## src/rtl/ctrl_sequencer.sv

```systemverilog
// Purpose: microcode sequencer stepping fetch/decode/execute T-states for the 8-bit bus CPU.
// Latency: control word is registered; a step's ops appear one posedge after the step is chosen.
// Backpressure: run_i=0 freezes the step counter and forces all ops idle; HALT holds until reset.
//
// Ports:
//   clock_i       system clock, all state changes on posedge
//   reset_ni      asynchronous active-low reset
//   instr_i       current IR contents (opcode in [7:4]); decoded from T2 onward
//   flag_c_i      carry flag, sampled on the edge entering T2 (JC)
//   flag_z_i      zero flag, sampled on the edge entering T2 (JZ)
//   run_i         1 = advance one step per clock, 0 = freeze
//   *_op_o        register ops, encoded 2'b00 NONE, 2'b01 LOAD, 2'b10 ENABLE
//   pc_inc_o      PC increments this step
//   alu_en_o      ALU result drives the bus
//   alu_sub_o     ALU computes A-B instead of A+B
//   flags_load_o  flags register captures ALU C/Z
//   halted_o      sequencer is in HALT
//   step_o        current T-state index
module ctrl_sequencer #(
   parameter int unsigned MAX_STEP = 5
) (
   input  logic       clock_i,
   input  logic       reset_ni,
   input  logic [7:0] instr_i,
   input  logic       flag_c_i,
   input  logic       flag_z_i,
   input  logic       run_i,
   output logic [1:0] pc_op_o,
   output logic       pc_inc_o,
   output logic [1:0] mar_op_o,
   output logic [1:0] ram_op_o,
   output logic [1:0] ir_op_o,
   output logic [1:0] a_op_o,
   output logic [1:0] tmp_op_o,
   output logic [1:0] out_op_o,
   output logic       alu_en_o,
   output logic       alu_sub_o,
   output logic       flags_load_o,
   output logic       halted_o,
   output logic [2:0] step_o
);

   localparam logic [1:0] OP_NONE   = 2'b00;
   localparam logic [1:0] OP_LOAD   = 2'b01;
   localparam logic [1:0] OP_ENABLE = 2'b10;
   localparam logic [2:0] STEP_MAX  = 3'(MAX_STEP);

   typedef enum logic {ST_RUN, ST_HALT} state_e;

   typedef struct packed {
      logic [1:0] pc_op;
      logic       pc_inc;
      logic [1:0] mar_op;
      logic [1:0] ram_op;
      logic [1:0] ir_op;
      logic [1:0] a_op;
      logic [1:0] tmp_op;
      logic [1:0] out_op;
      logic       alu_en;
      logic       alu_sub;
      logic       flags_load;
   } ctrl_t;

   state_e     state_q, state_d;
   logic [2:0] step_q, step_d;
   // live_q: the ops of step_q are currently on the outputs. Cleared by reset and
   // by a frozen cycle, so the next running edge re-presents step_q instead of advancing.
   logic       live_q, live_d;
   ctrl_t      ctrl_q, ctrl_d;

   logic [3:0] opcode;
   logic [2:0] next_step;

   assign opcode = instr_i[7:4];

   // The operand nibble reaches the bus through the IR itself, not through this block.
   logic unused_operand;
   assign unused_operand = ^instr_i[3:0];

   // Last T-state of each instruction; the step after it is T0 again.
   function automatic logic [2:0] last_step(input logic [3:0] opc);
      case (opc)
         4'h1, 4'h4: last_step = 3'd3;
         4'h2, 4'h3: last_step = 3'd4;
         default:    last_step = 3'd2;
      endcase
   endfunction

   function automatic ctrl_t decode(input logic [2:0] stp, input logic [3:0] opc,
                                    input logic fc, input logic fz);
      ctrl_t c;
      c = '0;
      if (stp == 3'd0) begin
         c.pc_op  = OP_ENABLE;
         c.mar_op = OP_LOAD;
      end else if (stp == 3'd1) begin
         c.ram_op = OP_ENABLE;
         c.ir_op  = OP_LOAD;
         c.pc_inc = 1'b1;
      end else begin
         case (opc)
            4'h1, 4'h2, 4'h3, 4'h4: begin
               if (stp == 3'd2) begin
                  c.ir_op  = OP_ENABLE;
                  c.mar_op = OP_LOAD;
               end else if (stp == 3'd3) begin
                  if (opc == 4'h4) begin
                     c.a_op   = OP_ENABLE;
                     c.ram_op = OP_LOAD;
                  end else begin
                     c.ram_op = OP_ENABLE;
                     if (opc == 4'h1) c.a_op   = OP_LOAD;
                     else             c.tmp_op = OP_LOAD;
                  end
               end else if (stp == 3'd4 && (opc == 4'h2 || opc == 4'h3)) begin
                  c.alu_en     = 1'b1;
                  c.alu_sub    = (opc == 4'h3);
                  c.a_op       = OP_LOAD;
                  c.flags_load = 1'b1;
               end
            end
            4'h5: if (stp == 3'd2) begin
               c.ir_op = OP_ENABLE;
               c.a_op  = OP_LOAD;
            end
            // JMP, and JC/JZ when taken; flags are those present on this (T2 entry) edge.
            4'h6, 4'h7, 4'h8: if (stp == 3'd2 && (opc == 4'h6 || (opc == 4'h7 && fc) ||
                                                  (opc == 4'h8 && fz))) begin
               c.ir_op = OP_ENABLE;
               c.pc_op = OP_LOAD;
            end
            4'hE: if (stp == 3'd2) begin
               c.a_op   = OP_ENABLE;
               c.out_op = OP_LOAD;
            end
            default: c = '0;
         endcase
      end
      return c;
   endfunction

   // Saturating advance: running past the last legal step wraps to T0.
   assign next_step = (step_q >= STEP_MAX) ? 3'd0 : step_q + 3'd1;

   always_comb begin
      state_d = state_q;
      step_d  = step_q;
      live_d  = live_q;
      ctrl_d  = '0;
      case (state_q)
         ST_RUN: begin
            if (!run_i) begin
               live_d = 1'b0;
            end else if (!live_q) begin
               live_d = 1'b1;
               ctrl_d = decode(step_q, opcode, flag_c_i, flag_z_i);
            end else if (step_q >= last_step(opcode)) begin
               if (opcode == 4'hF) begin
                  // HLT's T2 has retired: park with step frozen and ops idle.
                  state_d = ST_HALT;
                  live_d  = 1'b0;
               end else begin
                  step_d = 3'd0;
                  ctrl_d = decode(3'd0, opcode, flag_c_i, flag_z_i);
               end
            end else begin
               step_d = next_step;
               ctrl_d = decode(next_step, opcode, flag_c_i, flag_z_i);
            end
         end
         default: begin
            state_d = ST_HALT;
         end
      endcase
   end

   always_ff @(posedge clock_i or negedge reset_ni) begin
      if (!reset_ni) begin
         state_q <= ST_RUN;
         step_q  <= 3'd0;
         live_q  <= 1'b0;
         ctrl_q  <= '0;
      end else begin
         state_q <= state_d;
         step_q  <= step_d;
         live_q  <= live_d;
         ctrl_q  <= ctrl_d;
      end
   end

   assign pc_op_o      = ctrl_q.pc_op;
   assign pc_inc_o     = ctrl_q.pc_inc;
   assign mar_op_o     = ctrl_q.mar_op;
   assign ram_op_o     = ctrl_q.ram_op;
   assign ir_op_o      = ctrl_q.ir_op;
   assign a_op_o       = ctrl_q.a_op;
   assign tmp_op_o     = ctrl_q.tmp_op;
   assign out_op_o     = ctrl_q.out_op;
   assign alu_en_o     = ctrl_q.alu_en;
   assign alu_sub_o    = ctrl_q.alu_sub;
   assign flags_load_o = ctrl_q.flags_load;
   assign halted_o     = (state_q == ST_HALT);
   assign step_o       = step_q;

endmodule

```

## config.mk

```make
export PLATFORM = sky130hd
export DESIGN_NAME = ctrl_sequencer
export DESIGN_NICKNAME = d
export VERILOG_FILES = /design/src/rtl/ctrl_sequencer.sv
export SDC_FILE = /design/constraint.sdc
export NUM_CORES = 1
export LEC_CHECK = 0
export CAP_MARGIN = 10
export CORE_AREA = 2 2 82 53
export DETAILED_ROUTE_END_ITERATION = 10
export DIE_AREA = 0 0 84 55
export PLACE_DENSITY = 0.67
export SYNTH_ARGS = -nofsm -noshare
export SYNTH_HDL_FRONTEND = slang
export SYNTH_SLANG_ARGS = --single-unit
export TNS_END_PERCENT = 30
```

## constraint.sdc

```tcl
create_clock -name clock_i -period 2.2 [get_ports clock_i]
set_input_delay 0.22 -clock clock_i [delete_from_list [all_inputs] [get_ports clock_i]]
set_output_delay 0.22 -clock clock_i [all_outputs]
set_load 0.03 [all_outputs]
```

==> flow_results.xml, run 1 <==
<?xml version="1.0" encoding="UTF-8"?>
<metrics>
  <group name="power_and_ir_drop">
    <metric name="power-per-cell-area" unit="mW/mm^2">1052</metric>
    <metric name="power.ir.vdd_worst" unit="mV">0.5908</metric>
    <metric name="design_power_total" unit="mW">2.063</metric>
    <metric name="cell_leakage_power" unit="nW">0.8940</metric>
  </group>
  <group name="critical_path">
    <metric name="crit_buf_inv" unit="">1</metric>
    <metric name="critPathMaxStageDelay" unit="ns">0.54</metric>
    <metric name="critical_path.reg2reg.endpoint" unit="">a_op_o[0]</metric>
    <metric name="timing.reg2reg.setup_slack" unit="ns">0.11</metric>
    <metric name="worstPathRequired" unit="ns">2.39</metric>
    <metric name="critical_path.reg2reg.startpoint" unit="">step_o[0]</metric>
    <metric name="path_common_cell" unit="">sky130_fd_sc_hd__nand2b_4</metric>
    <metric name="worstPathArrival" unit="ns">2.31</metric>
    <metric name="cp_max_fo" unit="">6</metric>
    <metric name="critPathTopFamily" unit="">simple AND/OR/NAND/NOR gates</metric>
    <metric name="setup.worst_path.end_class" unit="">flop</metric>
    <metric name="critical_path.slowest_cell" unit="">sky130_fd_sc_hd__or4b_4</metric>
    <metric name="crit_path_start_kind" unit="">input port</metric>
    <metric name="setup.worst_path.class" unit="">in -&gt; reg</metric>
    <metric name="crit_chain" unit="">dlygate4sd2_1, or4b_4, nand2b_4, ha_1, nand2b_4, a2111o_1, o22ai_2, and4_1</metric>
    <metric name="worst-r2r-cell-count" unit="">6</metric>
  </group>
  <group name="timing">
    <metric name="setup_tns" unit="ns">0</metric>
    <metric name="highest_clock_frequency_the_design_can_meet" unit="MHz">471.1</metric>
    <metric name="final_min_period_over_clock_period" unit="%">96.49</metric>
    <metric name="max-slew-margin-rel" unit="%">62.97</metric>
    <metric name="setup_slack" unit="ns">0.07725</metric>
    <metric name="shortest_clock_period_the_worst_path_allows_after_layout" unit="ns">2.123</metric>
    <metric name="worstMarginPinSlew" unit="ns">0.5496</metric>
    <metric name="final_count_of_hold_timing_violations" unit="">0</metric>
    <metric name="worst_skew" unit="ns">0.004349</metric>
    <metric name="setup_viol" unit="">0</metric>
    <metric name="drv_slew" unit="">0</metric>
  </group>
  <group name="place">
    <metric name="dp_hpwl" unit="um">3227</metric>
    <metric name="dpl-instance-area" unit="sq mm">0.001819</metric>
    <metric name="globalplace.congestion" unit="">0.9589</metric>
    <metric name="buffer_ports.inserted" unit="">27</metric>
    <metric name="dpl_worst_slack" unit="ns">-0.5056</metric>
  </group>
  <group name="drt">
    <metric name="vias" unit="">1403</metric>
    <metric name="drt.antenna.violating_nets" unit="">0</metric>
    <metric name="first_pass_iteration_count_of_the_detailed_router" unit="">4</metric>
    <metric name="routed_wl" unit="um">4203</metric>
    <metric name="detail_route.iter0.violations" unit="">85</metric>
    <metric name="wl_per_cell" unit="um">16.48</metric>
    <metric name="drc" unit="">0</metric>
    <metric name="detail_route.vias_per_cell" unit="">5.502</metric>
  </group>
  <group name="clock_tree">
    <metric name="worst_setup_hold_path_clk_slew" unit="ns">0.07</metric>
    <metric name="worst_skew_pair_latency" unit="ns">0.25</metric>
    <metric name="clockRootBuffer" unit="">sky130_fd_sc_hd__clkbuf_8</metric>
    <metric name="clock-sinks" unit="">18</metric>
    <metric name="numCtsBuffers" unit="">3</metric>
    <metric name="cts_tree" unit="">built</metric>
    <metric name="cts.htree.levels" unit="">1</metric>
    <metric name="maximum_count_of_clock_buffers_along_a_single_path" unit="">2</metric>
  </group>
  <group name="cells_and_area">
    <metric name="nNetsFinal" unit="">227</metric>
    <metric name="diodes" unit="">0</metric>
    <metric name="share_of_cells_above_drive_strength_1" unit="%">30.24</metric>
    <metric name="area_growth_from_synthesis_to_layout" unit="%">50.19</metric>
    <metric name="num-fill-cells" unit="">373</metric>
    <metric name="finish.instance_area" unit="sq mm">0.001962</metric>
  </group>
  <group name="run_status">
    <metric name="status" unit="">finished clean</metric>
  </group>
  <group name="synth">
    <metric name="ys_seq_area_share" unit="%">34.48</metric>
    <metric name="synth_flop_cell" unit="">sky130_fd_sc_hd__dfrtp_1</metric>
    <metric name="post_synth_num_cell_types" unit="">51</metric>
    <metric name="edff_count_synth" unit="">0</metric>
    <metric name="ys_ff_latch" unit="">18</metric>
    <metric name="syn_area" unit="sq mm">0.001306</metric>
    <metric name="synth_async_sr_flop_share" unit="%">100.0</metric>
    <metric name="synth_top_area_cell" unit="">sky130_fd_sc_hd__dfrtp_1</metric>
    <metric name="netlist_instances" unit="">147</metric>
    <metric name="yosysWarnings" unit="">0</metric>
    <metric name="synthMostInstantiatedCell" unit="">sky130_fd_sc_hd__dfrtp_1</metric>
    <metric name="synth_commonest_cells" unit="">sky130_fd_sc_hd__dfrtp_1, sky130_fd_sc_hd__ha_1, sky130_fd_sc_hd__nor2_1</metric>
    <metric name="synthesis.area_per_instance" unit="sq um">8.886</metric>
    <metric name="post_synth_main_area_contributors" unit="">sky130_fd_sc_hd__dfrtp_1, sky130_fd_sc_hd__ha_1, sky130_fd_sc_hd__buf_4, sky130_fd_sc_hd__o21ai_0, sky130_fd_sc_hd__a31oi_1</metric>
    <metric name="yosysTopAreaCellShare" unit="%">34.48</metric>
  </group>
  <group name="global_route">
    <metric name="globalRouteOverflowTotal" unit="">0</metric>
    <metric name="grt_antenna_before_repair" unit="">0</metric>
    <metric name="first_global_vias" unit="">1317</metric>
    <metric name="grt_start_max_net_pins" unit="">19</metric>
    <metric name="global_route_wire_length_before_repair" unit="um">6693</metric>
    <metric name="gr-usage-all-layers" unit="%">18.85</metric>
  </group>
  <group name="job">
    <metric name="maxCapViolations" unit="">0</metric>
  </group>
  <group name="die">
    <metric name="core" unit="sq mm">0.003896</metric>
    <metric name="dieHeight" unit="um">55</metric>
    <metric name="initial_core_util" unit="%">33.53</metric>
    <metric name="die-width" unit="um">84</metric>
    <metric name="io_pins" unit="">35</metric>
    <metric name="std_cell_rows" unit="">18</metric>
    <metric name="die_area" unit="sq mm">0.004620</metric>
  </group>
  <group name="hold_path">
    <metric name="worst_hold_path_type" unit="">in -&gt; async</metric>
  </group>
</metrics>
==> cell usage in the layout, fill, tap and decap left out, types with 3 or more instances in the layout <==
master / n
sky130_fd_sc_hd__dfrtp_1: 15
sky130_fd_sc_hd__clkdlybuf4s50_1: 23
sky130_fd_sc_hd__nand2_1: 6
sky130_fd_sc_hd__clkbuf_8: 4
sky130_fd_sc_hd__dfrtp_2: 3
sky130_fd_sc_hd__o22ai_1: 3
sky130_fd_sc_hd__nor2_1: 8
sky130_fd_sc_hd__nor3_1: 5
sky130_fd_sc_hd__inv_1: 5
sky130_fd_sc_hd__o21ai_0: 7
sky130_fd_sc_hd__a21o_1: 4
sky130_fd_sc_hd__nand2b_1: 3
sky130_fd_sc_hd__buf_4: 37
sky130_fd_sc_hd__o21a_1: 4
sky130_fd_sc_hd__a21oi_1: 5
sky130_fd_sc_hd__a31oi_1: 5
sky130_fd_sc_hd__conb_1: 3
sky130_fd_sc_hd__ha_1: 8
sky130_fd_sc_hd__nand3_1: 4
==> flip-flops by register name (all words and copies together), names as in the netlist <==
signal and count:
step_o 3, a_op_o 2, live_q 1, ram_op_o 2, halted_o 1, ir_op_o 2, alu_en_o 1, out_op_o 1
tmp_op_o 1, pc_op_o 2, mar_op_o 1, alu_sub_o 1
==> timing repair <==
item,in CTS,in global routing
gates resized for setup,7,12
setup endpoints to repair,15,12
hold buffers,0,0
pin swaps,2,5
hold endpoints to repair,0,0
gates cloned,0,0
setup buffers,1,5
==> power by group <==
part / internal (mW) / switching (mW) / total, mW
combinational: 0.614 / 0.720 / 1.33
sequential: 0.400 / 0.0633 / 0.463
clock: 0.159 / 0.108 / 0.267
total: 1.17 / 0.891 / 2.06
==> logic make-up (layout without fill, tap and decap cells) <==
family	Yosys count	in the layout	synth area share, %
AND/OR/NAND/NOR	57	57	26.82
AO/OA/AOI/OAI	43	43	22.89
buffers and inverters	19	75	7.088
flip-flops	18	18	34.48
adder cells (fa/ha/maj)	8	8	7.663
other	1	3	0.2871
multiplexers	1	1	0.7663
==> cell type report <==
cell class | count | area (sq um) | share of cell area (%)
clock buffer | 4 | 55.05 | 2.806
inverter | 6 | 22.52 | 1.148
multi-input combinational | 112 | 820.8 | 41.84
sequential | 18 | 454.2 | 23.15
tap | 50 | 62.56 | 3.189
timing repair buffer | 65 | 546.8 | 27.87
==> per-stage QoR <==
step                hold WS, ns  cells  util [%]
floorplan              -0.07559    149         -
global placement         0.5188    245     46.69
detailed placement       0.5365    245     46.69
CTS                      0.3025    250     48.68
global route             0.3136    255     50.35
finish                   0.2955    255     50.35
==> worst reg2reg max path, cell delays in order, from the launching register on <==
cell                      delay [ns]
sky130_fd_sc_hd__dfrtp_2        0.46
sky130_fd_sc_hd__ha_1           0.22
sky130_fd_sc_hd__ha_1           0.29
sky130_fd_sc_hd__buf_4          0.17
sky130_fd_sc_hd__or4_1          0.54
sky130_fd_sc_hd__a31o_1         0.20
sky130_fd_sc_hd__a21oi_1        0.13
==> routing by layer <==
layer | wire length [um] | global-route usage, % | share of wire [%] | vias to the layer above
met1 | 2119 | 27.85 | 50 | 683
met4 | 39 | 5.914 | 0.93 | 0
met2 | 1764 | 28.53 | 42 | 56
met5 | 0 | 0 | 0 | -
met3 | 281 | 2.819 | 6.7 | 5
li1 | - | - | - | 659
==> worst max path at each step <==
stage | to | slack [ns] | startpoint | cells after the start
floorplan | out_op_o[0] | 0.02 | step_o[2] | 7
global placement | alu_sub_o | -0.43 | instr_i[5] | 8
detailed placement | alu_sub_o | -0.51 | instr_i[5] | 8
CTS | a_op_o[0] | 0.005 | instr_i[5] | 8
global route | alu_sub_o | -0.008 | instr_i[6] | 9
finish | alu_sub_o | 0.08 | instr_i[4] | 8
Note: power is estimated with default switching activity, not from simulation.
==> inputs of run 2 (changes only) <==
- PLACE_DENSITY: 0.67 -> 0.65
- clock period: 2.2 -> 2.1 ns (I/O delays scaled with it)
==> run 2 against run 1 <==
  * Design area grew 0.64%
  * Sequential cell count unchanged
  * Via count decreased by 2.6%
  * Core utilization up 0.32 points
  * Largest power group unchanged
==> flow_results.xml, run 2 (same netlist as run 1, synthesis figures left out) <==
<?xml version="1.0" encoding="UTF-8"?>
<metrics>
  <group name="run_status">
    <metric name="status" unit="">finished clean</metric>
  </group>
  <group name="power_and_ir_drop">
    <metric name="power_frac_clock" unit="%">13.4</metric>
    <metric name="power-per-cell-area" unit="mW/mm^2">1101</metric>
    <metric name="design_power_total" unit="mW">2.173</metric>
    <metric name="power.ir.vdd_worst" unit="mV">0.6804</metric>
    <metric name="power.share.sequential" unit="%">21.8</metric>
    <metric name="power.net_switching" unit="mW">0.9449</metric>
    <metric name="p_sw_share" unit="%">43.48</metric>
    <metric name="cell_leakage_power" unit="nW">0.8783</metric>
    <metric name="combinationalPowerShare" unit="%">64.7</metric>
    <metric name="cell_internal_pwr" unit="mW">1.228</metric>
  </group>
  <group name="timing">
    <metric name="setup_tns" unit="ns">0</metric>
    <metric name="unrepaired_setup_endpoints_after_global_routing" unit="">true</metric>
    <metric name="final_count_of_hold_timing_violations" unit="">0</metric>
    <metric name="worstMarginPinSlew" unit="ns">0.4999</metric>
    <metric name="highest_clock_frequency_the_design_can_meet" unit="MHz">487.6</metric>
    <metric name="max-slew-margin-rel" unit="%">66.32</metric>
    <metric name="final.hold.worst_slack" unit="ns">0.2517</metric>
    <metric name="final_min_period_over_clock_period" unit="%">97.67</metric>
    <metric name="setup_viol" unit="">0</metric>
    <metric name="shortest_clock_period_the_worst_path_allows_after_layout" unit="ns">2.051</metric>
    <metric name="drv_slew" unit="">0</metric>
    <metric name="worst_skew" unit="ns">0.008215</metric>
  </group>
  <group name="global_route">
    <metric name="grt_antenna_before_repair" unit="">0</metric>
    <metric name="first_global_vias" unit="">1230</metric>
    <metric name="grt_start_max_net_pins" unit="">14</metric>
    <metric name="global_route_wire_length_before_repair" unit="um">6279</metric>
    <metric name="gr-usage-all-layers" unit="%">17.88</metric>
    <metric name="globalRouteOverflowTotal" unit="">0</metric>
  </group>
  <group name="critical_path">
    <metric name="critical_path.reg2reg.endpoint" unit="">a_op_o[0]</metric>
    <metric name="worst_setup_path_endpoint" unit="">a_op_o[0]</metric>
    <metric name="critical_path.reg2reg.startpoint" unit="">step_o[1]</metric>
    <metric name="worst-r2r-cell-count" unit="">6</metric>
    <metric name="setup.worst_path.end_class" unit="">flop</metric>
    <metric name="worst_setup_path_startpoint" unit="">instr_i[4]</metric>
    <metric name="worstPathRequired" unit="ns">2.30</metric>
    <metric name="crit_path_start_kind" unit="">input port</metric>
    <metric name="cp_max_fo" unit="">6</metric>
    <metric name="setup.worst_path.class" unit="">in -&gt; reg</metric>
    <metric name="timing.reg2reg.setup_slack" unit="ns">0.06</metric>
    <metric name="worstPathArrival" unit="ns">2.25</metric>
  </group>
  <group name="cells_and_area">
    <metric name="final_cell_mix" unit="">sky130_fd_sc_hd__buf_4, sky130_fd_sc_hd__clkdlybuf4s50_1, sky130_fd_sc_hd__dfrtp_1, sky130_fd_sc_hd__nor2_1, sky130_fd_sc_hd__o21ai_0</metric>
    <metric name="number_of_flip_flops_under_the_largest_register_name" unit="">3</metric>
    <metric name="nNetsFinal" unit="">225</metric>
    <metric name="area_growth_from_synthesis_to_layout" unit="%">51.15</metric>
    <metric name="final_core_util" unit="%">50.67</metric>
    <metric name="final_common_cell" unit="">sky130_fd_sc_hd__buf_4</metric>
    <metric name="share_of_cells_above_drive_strength_1" unit="%">30.54</metric>
    <metric name="finish.instance_area" unit="sq mm">0.001974</metric>
    <metric name="num-fill-cells" unit="">368</metric>
    <metric name="multi_input_combinational_cell_area" unit="sq um">843.3</metric>
    <metric name="area.sequential" unit="sq um">454.2</metric>
    <metric name="diodes" unit="">0</metric>
  </group>
  <group name="die">
    <metric name="die_area" unit="sq mm">0.004620</metric>
    <metric name="io_pins" unit="">35</metric>
    <metric name="initial_core_util" unit="%">33.53</metric>
    <metric name="std_cell_rows" unit="">18</metric>
    <metric name="core" unit="sq mm">0.003896</metric>
    <metric name="die-width" unit="um">84</metric>
    <metric name="dieHeight" unit="um">55</metric>
  </group>
  <group name="drt">
    <metric name="first_pass_iteration_count_of_the_detailed_router" unit="">4</metric>
    <metric name="detail_route.iter0.violations" unit="">88</metric>
    <metric name="detail_route.vias_per_cell" unit="">5.403</metric>
    <metric name="wl_per_cell" unit="um">15.73</metric>
    <metric name="drt.antenna.violating_nets" unit="">0</metric>
    <metric name="vias" unit="">1367</metric>
    <metric name="drc" unit="">0</metric>
    <metric name="routed_wl" unit="um">3979</metric>
  </group>
  <group name="clock_tree">
    <metric name="cts_tree" unit="">built</metric>
    <metric name="clockRootBuffer" unit="">sky130_fd_sc_hd__clkbuf_8</metric>
    <metric name="worst_skew_pair_latency" unit="ns">0.26</metric>
    <metric name="maximum_count_of_clock_buffers_along_a_single_path" unit="">2</metric>
    <metric name="cts.htree.levels" unit="">1</metric>
    <metric name="worst_setup_hold_path_clk_slew" unit="ns">0.07</metric>
    <metric name="clock-sinks" unit="">18</metric>
    <metric name="numCtsBuffers" unit="">3</metric>
  </group>
  <group name="place">
    <metric name="dp_hpwl" unit="um">3164</metric>
    <metric name="globalplace.congestion" unit="">1.006</metric>
    <metric name="dpl-instance-area" unit="sq mm">0.001843</metric>
    <metric name="buffer_ports.inserted" unit="">27</metric>
  </group>
  <group name="hold_path">
    <metric name="worst_hold_path_type" unit="">in -&gt; async</metric>
  </group>
  <group name="job">
    <metric name="maxCapViolations" unit="">0</metric>
  </group>
</metrics>
==> run 2: worst min path at each step <==
stage                   to  slack [ns]      from
2_1_floorplan    a_op_o[0]       -0.09  reset_ni
3_3_place_gp      halted_o        0.52  halted_o
3_5_place_dp   ram_op_o[0]        0.54  reset_ni
4_1_cts        tmp_op_o[0]        0.25  reset_ni
5_1_grt         ir_op_o[0]        0.26  reset_ni
6_report       tmp_op_o[0]        0.25  reset_ni
==> run 2: per-layer routing <==
metal	vias up	share of wire, %	global-route usage, %
li1	651	-	-
met1	649	49	25.07
met2	63	41	28.00
met3	4	9.2	4.748
met4	0	0.80	4.032
met5	-	0	0
==> run 2: critical path: stages <==
cell                              delay, ns
sky130_fd_sc_hd__clkdlybuf4s15_2       0.21
sky130_fd_sc_hd__or4b_4                0.52
sky130_fd_sc_hd__nand2b_1              0.10
sky130_fd_sc_hd__ha_1                  0.23
sky130_fd_sc_hd__nand2b_4              0.15
sky130_fd_sc_hd__a2111o_1              0.48
sky130_fd_sc_hd__a31o_1                0.24
sky130_fd_sc_hd__a21oi_2               0.12
==> run 2: metrics by stage <==
| step | setup slack, ns | std cells |
|---|---|---|
| global placement | -0.5022 | 248 |
| CTS | 0.002609 | 252 |
| detailed placement | -0.6017 | 248 |
| global route | -0.006485 | 253 |
| finish | 0.04893 | 253 |
| floorplan | 0.002573 | 149 |
==> run 2: cell type report <==
type	instances	area share (%)
tap	50	3.169
timing repair buffer	63	27.19
inverter	6	1.141
multi-input combinational	112	42.71
sequential	18	23.00
clock buffer	4	2.788
==> run 2: timing repair <==
item | CTS | global route
setup endpoints to repair | 18 | 10
gates resized for setup | 14 | 8
hold buffers | 0 | 0
buffers inserted | 0 | 1
pin swaps | 1 | 2
==> run 2: power groups by stage <==
| stage | logic [mW] | registers [mW] | clock network, mW |
|---|---|---|---|
| after floorplan | 0.572 | 0.604 | 0 |
| after global placement | 1.30 | 0.478 | 0 |
| after detailed placement | 1.31 | 0.480 | 0 |
| final | 1.41 | 0.474 | 0.292 |
| after CTS | 1.33 | 0.476 | 0.303 |
| after global routing | 1.49 | 0.487 | 0.313 |
